### src/rtl/mem_arbiter.sv
// Two-port arbiter between instruction and data caches and a single-ported RAM.
// Data has priority; instruction fetches get a bounded-starvation grant.
module mem_arbiter #(
   parameter int unsigned MAX_DSTREAK = 4
) (
   input  logic        CLK,
   input  logic        nRST,
   input  logic        iREN,
   input  logic [31:0] iaddr,
   output logic [31:0] iload,
   output logic        iwait,
   input  logic        dREN,
   input  logic        dWEN,
   input  logic [31:0] daddr,
   input  logic [31:0] dstore,
   output logic [31:0] dload,
   output logic        dwait,
   output logic        ramREN,
   output logic        ramWEN,
   output logic [31:0] ramaddr,
   output logic [31:0] ramstore,
   input  logic [31:0] ramload,
   input  logic [1:0]  ramstate,
   output logic [7:0]  err_count
);

   typedef enum logic [1:0] {IDLE, IBUSY, DBUSY} state_e;
   typedef enum logic [1:0] {R_FREE, R_BUSY, R_ACCESS, R_ERROR} ramstate_e;

   localparam logic [3:0] MAX4 = 4'(MAX_DSTREAK);

   state_e      state_q;
   logic [3:0]  dstreak_q;
   logic [7:0]  err_q;
   logic [31:0] addr_q;
   logic [31:0] store_q;
   logic        wen_q;
   ramstate_e   rs;

   assign rs = ramstate_e'(ramstate);

   always_ff @(posedge CLK or negedge nRST) begin
      if (!nRST) begin
         state_q   <= IDLE;
         dstreak_q <= '0;
         err_q     <= '0;
         addr_q    <= '0;
         store_q   <= '0;
         wen_q     <= 1'b0;
      end else begin
         unique case (state_q)
            IDLE: begin
               // Starvation guard outranks the normal data-first priority.
               if (iREN && (dstreak_q == MAX4)) begin
                  state_q   <= IBUSY;
                  addr_q    <= iaddr;
                  wen_q     <= 1'b0;
                  dstreak_q <= '0;
               end else if (dREN || dWEN) begin
                  state_q <= DBUSY;
                  addr_q  <= daddr;
                  store_q <= dstore;
                  wen_q   <= dWEN;
                  if (iREN && (dstreak_q != MAX4))
                     dstreak_q <= dstreak_q + 4'd1;
               end else if (iREN) begin
                  state_q   <= IBUSY;
                  addr_q    <= iaddr;
                  wen_q     <= 1'b0;
                  dstreak_q <= '0;
               end
            end
            IBUSY, DBUSY: begin
               if (rs == R_ACCESS) begin
                  state_q <= IDLE;
               end else if (rs == R_ERROR) begin
                  state_q <= IDLE;
                  if (err_q != '1)
                     err_q <= err_q + 8'd1;
               end
            end
            default: state_q <= IDLE;
         endcase
      end
   end

   logic busy;
   assign busy      = (state_q != IDLE);
   assign ramREN    = busy & ~wen_q;
   assign ramWEN    = busy & wen_q;
   assign ramaddr   = addr_q;
   assign ramstore  = store_q;
   assign err_count = err_q;

   assign iload = ramload;
   assign dload = ramload;
   assign iwait = ~((state_q == IBUSY) && (rs == R_ACCESS));
   assign dwait = ~((state_q == DBUSY) && (rs == R_ACCESS));

endmodule

### config.mk
export PLATFORM = sky130hd
export DESIGN_NAME = mem_arbiter
export DESIGN_NICKNAME = d
export VERILOG_FILES = /design/src/rtl/mem_arbiter.sv
export SDC_FILE = /design/constraint.sdc
export NUM_CORES = 1
export LEC_CHECK = 0
export CORE_AREA = 2 2 106 108
export CTS_CLUSTER_DIAMETER = 200
export CTS_CLUSTER_SIZE = 25
export DETAILED_ROUTE_END_ITERATION = 8
export DIE_AREA = 0 0 108 110
export PLACE_DENSITY = 0.95
export SLEW_MARGIN = 20
export SYNTH_ARGS = -nofsm -noshare
export SYNTH_HDL_FRONTEND = slang
export SYNTH_SLANG_ARGS = --single-unit
### constraint.sdc
create_clock -name CLK -period 3.2 [get_ports CLK]
set_input_delay 0.96 -clock CLK [delete_from_list [all_inputs] [get_ports CLK]]
set_output_delay 0.96 -clock CLK [all_outputs]
set_load 0.01 [all_outputs]
==> metrics.md, run 1 <==
| Metric | Value |
|---|---|
| Vias in the first global route | `around 3300` |
| DR vias/cell | `slightly below 5` |
| Final Non-Filler Cells | `650` |
| Unrepaired setup endpoints after global routing | `no` |
| CTS Buf Count | `9` |
| Crit path time final | `between 3 and 4 ns` |
| Dpl cells | `635` |
| Htree depth | `3` |
| CP dominant cell by count | `clkdlybuf4s50_1` |
| Vert. Die Dim | `about 110 um` |
| PnR worst setup slack | `0.09561 ns` |
| Multi-input combinational cell area | `roughly 1500 um2` |
| Die width | `between 100 and 150 um` |
| Root Driver | `clkbuf_8` |
| Tightest Hold Check Type | `flop to flop` |
| Worst slew margin | `32.80%` |
| Period utilisation layout | `between 90% and 100%` |
| Worst setup path category | `input pin to primary output` |
| Unique masters post-synth | `32` |
| Worst path cell trace | `clkdlybuf4s50_1 -> nor2b_2 -> nand2_1 -> clkdlybuf4s50_1` |
| Wire per inst | `16.36 um` |
| Final hold violations | `0` |
| Largest net degree at the start of global routing | `80` |
| DRT antenna net count | `0` |
| Maximum clock rate | `around 320 MHz` |
| Crit. End Element | `primary output` |
| Data arrival, critical path | `roughly 2.1 ns` |
| Avg Cell Area, Syn | `between 10 and 15 um2` |
| Max-cap violations | `0` |
| Hold_buf cts | `0` |
| First-pass GRT wire length | `roughly 16000 um` |
| Io pins | `roughly 280` |
| Fill cells | `902` |
| Register area | `between 1500 and 2000 um2` |
| Worst Clk Skew | `between 0.005 and 0.006 ns` |
| Synth Instances | `roughly 400` |
| Post-synthesis register bit count | `79` |
| Drt first-iter violations | `95` |
| Routed vias | `3228` |
| Final setup vio count | `0` |
| Total core area | `between 10000 and 15000 um2` |
| Post-Route Setup TNS | `0 ns` |
| Starting Density | `between 30% and 40%` |
| Worst-path clk slew | `around 0.08 ns` |
| Total Die Area | `~12000 um2` |
| Synth warn | `0` |
| Startpoint types | `input pin` |
| Drt pass-1 iters | `4` |
| Power Density | `a little over 900 nW/um2` |
| Setup WS pre-CTS | `0.07668 ns` |
| Post-Syn Area | `roughly 4100 um2` |
| Status | `finished clean` |
| Static leakage | `about 0.0025 uW` |
| Crit Path Max Fanout | `3` |
| Clock buffer depth | `2` |
| Gr ovfl total | `0` |
| Worst VDD drop | `~0.00048 V` |
| Nets@finish | `between 600 and 700` |
| Crit-path max cell delay | `approximately 0.53 ns` |
| Layout Area Growth over Synthesis | `39.20%` |
| Post-Route WL | `around 11000 um` |
| Sequential cell area fraction in the yosys report | `between 40% and 50%` |
| Fin. max-slew vios | `0` |
| Slew @ Worst Pin | `between 1 and 1.5 ns` |
| Syn nets | `535` |
| DP HPWL | `7787 um` |
| Clock Latency Late Sink | `about 0.36 ns` |
| Aggregate global-route resource usage | `about 18%` |
| Antenna Cells | `0` |
| GPL Wtd Cong | `between 0.7 and 0.8` |
| Number of antenna violations at the first check in global routing | `0` |
| Critical path's slowest cell | `clkdlybuf4s50_1` |
| Port Buf Inserts | `178` |
| Share of cells above drive strength 1 | `roughly 12%` |
| Remaining DRCs | `0` |
| CTS tree | `yes` |
| Clk sinks | `79` |
| Row cnt | `38` |
| Critical Path RT | `around 2.2 ns` |
-- through the flow --
step           hold slack (ns)  power (uW)  instance area (um2)  util (%)
3_5_place_dp            0.4813        4513                 5515     51.56
2_1_floorplan           0.4529        3266                 4108         -
5_1_grt                 0.5184        5579                 5718     53.45
3_3_place_gp            0.4710        4423                 5515     51.56
4_1_cts                 0.4975        5311                 5712     53.39
6_report                0.4999        5251                 5718     53.45
-- path summary, 6_finish.rpt --
path                              start      endpoint  slack [ns]  cells past startpoint
min reg2reg                       wen_q         wen_q        0.50                      2
min                               wen_q         wen_q        0.50                      2
max                         ramstate[1]         iwait         0.1                      4
max reg2reg                dstreak_q[0]  ramstore[18]        1.28                      7
min in group asynchronous          nRST   ramstore[7]        0.62                      1
max in group asynchronous          nRST    ramaddr[7]        2.09                      1
-- routing by layer --
metal | share of wire (%) | track usage [%] | up-vias
li1 | - | - | 1466
met1 | 39 | 20.05 | 1547
met2 | 49 | 29.29 | 183
met3 | 9.7 | 7.290 | 32
met4 | 2.9 | 9.432 | 0
met5 | 0 | 0 | -
-- cell usage in the layout, fill, tap and decap left out, types with 2 or more instances in the layout --
cell               n
nor3_1             5
nand4_1            3
nor2_1            35
dfrtp_1           79
o21ai_0            2
nand3_1            3
mux2_2             6
ha_1               6
clkbuf_8          11
buf_4              4
nor2b_1            3
nor2b_2            2
mux2_4            30
nand2_1           46
inv_1              6
clkinv_2           3
a21oi_1           66
a22o_1             3
clkdlybuf4s50_1  177
nand2b_1           3
a21o_1             2
-- worst max-delay path: cells and delay by family --
kind / cells / cell delay, ns
buf+inv: 2 / 0.96
simple gates: 2 / 0.23
-- cell usage after synthesis, drive strengths merged --
master | count | area, um2
dfrtp | 79 | 1977
buf | 79 | 588.1
nor2 | 35 | 131.4
nand4b | 1 | 23.77
nand3 | 3 | 15.01
nand2 | 47 | 183.9
o21bai | 1 | 7.510
nor2b | 5 | 31.28
mux2i | 1 | 10.01
o21ai | 3 | 18.77
nand4 | 3 | 18.77
mux2 | 36 | 518.0
a21oi | 66 | 330.3
nor3 | 5 | 25.02
and3 | 1 | 6.260
inv | 6 | 22.52
a31oi | 1 | 6.260
xor2 | 1 | 8.760
a211oi | 1 | 7.510
nor3b | 1 | 7.510
ha | 6 | 75.07
xnor2 | 1 | 8.760
nand2b | 3 | 18.77
a21o | 2 | 15.01
clkbuf | 3 | 11.26
a22o | 3 | 26.28
o21a | 1 | 15.01
-- where the power goes --
part	internal, uW	switching, uW	total [uW]	leakage (uW)
registers	1480	323	1810	0.000921
clock network	394	360	754	0.000105
logic	1550	1140	2690	0.00143
-- timing repair --
action                                  CTS  global route
setup buffers                             0             0
endpoints found under the setup margin    0             2
hold endpoints to repair                  0             0
resized for setup                         0             1
-- flip-flops by register name, indices dropped and copies added (netlist names) --
signal     flops
ramstore      32
err_count      8
state_q        2
ramaddr       32
dstreak_q      4
wen_q          1
-- kinds of logic (layout without fill, tap and decap cells) --
logic type | Yosys count | count (layout) | synth area share [%]
and+or+nand+nor | 104 | 104 | 11.24
buffers and inverters | 88 | 204 | 15.14
DFF | 79 | 79 | 48.13
AOI/OAI and AO/OA | 78 | 78 | 10.39
muxes | 37 | 37 | 12.85
adders and majority gates | 6 | 6 | 1.828
xor gates and xnor gates | 2 | 2 | 0.4265
-- layout make-up --
cell class / count / area share (%)
Timing Repair Buffer: 183 / 32.06
Clock buffer: 11 / 2.648
Sequential cell: 79 / 34.57
Tap cell: 140 / 3.063
Inverter: 6 / 0.3939
Multi-Input combinational cell: 227 / 26.48
Clock inverter: 4 / 0.7877
No activity file was read; power rests on OpenSTA's default activity.
==> run 2: changes to the inputs <==
--- a/config.mk
+++ b/config.mk
@@ -11,6 +11,7 @@
 export DETAILED_ROUTE_END_ITERATION = 8
 export DIE_AREA = 0 0 108 110
 export PLACE_DENSITY = 0.95
+export RECOVER_POWER = 100
 export SLEW_MARGIN = 20
 export SYNTH_ARGS = -nofsm -noshare
 export SYNTH_HDL_FRONTEND = slang
==> metrics.md, run 2 (synthesis results as in run 1) <==
| Metric | Value |
|---|---|
| R2R Path Start | `dstreak_q[0]` |
| Clock Latency Late Sink | `0.36 ns (about the same)` |
| CTS tree | `yes` |
| Vert. Die Dim | `110 um (unchanged)` |
| Worst Setup SP | `ramstate[1]` |
| Post-Route Setup TNS | `0 ns (unchanged)` |
| Wire per inst | `16.17 um (-1.1%)` |
| Drt first-iter violations | `104 (+9.5%)` |
| Routed vias | `3229 (+0.031%)` |
| FF-to-FF path depth | `7 (unchanged)` |
| Port Buf Inserts | `178 (unchanged)` |
| Crit path depth | `4 (unchanged)` |
| Htree depth | `3 (unchanged)` |
| Crit. End Element | `primary output` |
| Critical path's slowest cell | `clkdlybuf4s50_1` |
| Worst setup path category | `input pin to primary output` |
| Hold_buf cts | `0 (unchanged)` |
| Max-cap violations | `1 (+1)` |
| Clock buffer depth | `2 (unchanged)` |
| FF-to-FF End | `ramstore[18]` |
| Layout Area Growth over Synthesis | `35.58%` |
| Gr ovfl total | `0 (unchanged)` |
| Startpoint types | `input pin` |
| Power Density | `861.6 nW/um2 (-6.2%)` |
| Total core area | `10700 um2 (unchanged)` |
| First-pass GRT wire length | `16280 um (unchanged)` |
| Post-CTS setup buffers | `0 (unchanged)` |
| DR vias/cell | `4.968 (about the same)` |
| Root Driver | `clkbuf_8` |
| Remaining DRCs | `0 (unchanged)` |
| Io pins | `275 (unchanged)` |
| CTS Buf Count | `9 (unchanged)` |
| Share of cells above drive strength 1 | `6.863% (-5.5 points)` |
| Drt pass-1 iters | `4 (unchanged)` |
| Failing checks | `max-capacitance violations, max-slew violations` |
| CP dominant cell by count | `clkdlybuf4s50_1` |
| Row cnt | `38 (unchanged)` |
| Aggregate global-route resource usage | `17.88% (unchanged)` |
| Die width | `108 um (unchanged)` |
| Crit path time final | `3.104 ns (unchanged)` |
| Critical path destination | `iwait` |
| Period utilisation layout | `97.01% (unchanged)` |
| DP Area | `5515 um2 (unchanged)` |
| Crit Path Max Fanout | `3 (unchanged)` |
| Post-Route WL | `10510 um (-1.1%)` |
| Vias in the first global route | `3311 (unchanged)` |
| Worst path bufs/invs | `2 (unchanged)` |
| Fill cells | `939 (+4.1%)` |
| CP top delay family | `buffers and inverters` |
| Count of cells resized by post-cts repair | `0 (unchanged)` |
| Unrepaired setup endpoints after global routing | `no` |
| Tightest Hold Check Type | `flop to flop` |
| Worst-path clk slew | `0.07 ns (about the same)` |
| Commonest non-fill, non-tap cell in the layout | `clkdlybuf4s50_1` |
| Worst path cell trace | `clkdlybuf4s50_1 -> nor2b_2 -> nand2_1 -> clkdlybuf4s50_1` |
| Slew @ Worst Pin | `1.934 ns (+0.9260 ns)` |
| Final setup vio count | `0 (unchanged)` |
| Starting Density | `38.40% (unchanged)` |
| Final hold violations | `0 (unchanged)` |
| Status | `complete, but fails checks` |
| DRT antenna net count | `0 (unchanged)` |
| Static leakage | `0.002336 uW (-4.9%)` |
| DP HPWL | `7787 um (unchanged)` |
| Worst VDD drop | `0.0004498 V (-5.8%)` |
| Final instance area | `5569 um2 (-2.6%)` |
| Antenna Cells | `0 (unchanged)` |
| Critical Path RT | `2.24 ns (about the same)` |
| FF-to-FF setup slack | `0.71 ns (-0.57 ns)` |
| GPL Wtd Cong | `0.7572 (unchanged)` |
| Data arrival, critical path | `2.14 ns (about the same)` |
| Number of antenna violations at the first check in global routing | `0 (unchanged)` |
| Most frequent cells in the layout | `clkdlybuf4s50_1 (101), dfrtp_1 (79), dlygate4sd3_1 (76)` |
| Worst slew margin | `-28.92% (-62 points)` |
| Clk sinks | `79 (unchanged)` |
| Worst Clk Skew | `0.004541 ns (-0.0007046 ns)` |
| Total Die Area | `11880 um2 (unchanged)` |
| Maximum clock rate | `322.1 MHz (unchanged)` |
| Largest net degree at the start of global routing | `80 (unchanged)` |
| Crit-path max cell delay | `0.53 ns (about the same)` |
| Fin. max-slew vios | `80 (+80)` |
| Final hold slack | `0.4908 ns (-0.009060 ns)` |
| Nets@finish | `647 (unchanged)` |
-- run 2: final cells by class --
class / instances / area [um2] / area share, %
flip-flops and latches: 79 / 1977 / 35.50
well taps: 140 / 175.2 / 3.145
multi-input cells: 227 / 1394 / 25.03
inverters: 6 / 22.52 / 0.4044
repair buffers: 183 / 1804 / 32.40
clock buffers: 11 / 151.4 / 2.718
clock inverters: 4 / 45.04 / 0.8088
-- run 2: through the flow --
stage / power [uW] / cells / setup slack [ns] / utilization (%)
2_1_floorplan: 3266 / 394 / 1.041 / -
3_5_place_dp: 4513 / 635 / 0.07668 / 51.56
6_report: 4799 / 650 / 0.09561 / 52.06
3_3_place_gp: 4423 / 635 / 0.09943 / 51.56
4_1_cts: 5311 / 650 / 0.07128 / 53.39
5_1_grt: 5135 / 650 / 0.02665 / 52.06
-- run 2: where the power goes --
group | internal [uW] | switching [uW] | total (uW)
combinational | 1180 | 1090 | 2270
sequential | 1480 | 294 | 1780
clock | 394 | 358 | 752
total | 3060 | 1740 | 4800
-- run 2: worst min-delay path by stage --
stage | cells after the start | start | endpoint
final | 1 | ramstore[23] | ramstore[23]
after global routing | 1 | ramstore[1] | ramstore[1]
after CTS | 2 | wen_q | wen_q
after detailed placement | 2 | wen_q | wen_q
after global placement | 2 | wen_q | wen_q
after floorplan | 2 | wen_q | wen_q
-- run 2: metal layers --
layer	part of all wire, %	track usage [%]	routed length, um	vias up
li1	-	-	-	1470
met1	38	20.05	4005	1542
met2	49	29.29	5151	187
met3	10	7.290	1063	30
met4	2.8	9.432	293	0
met5	0	0	0	-
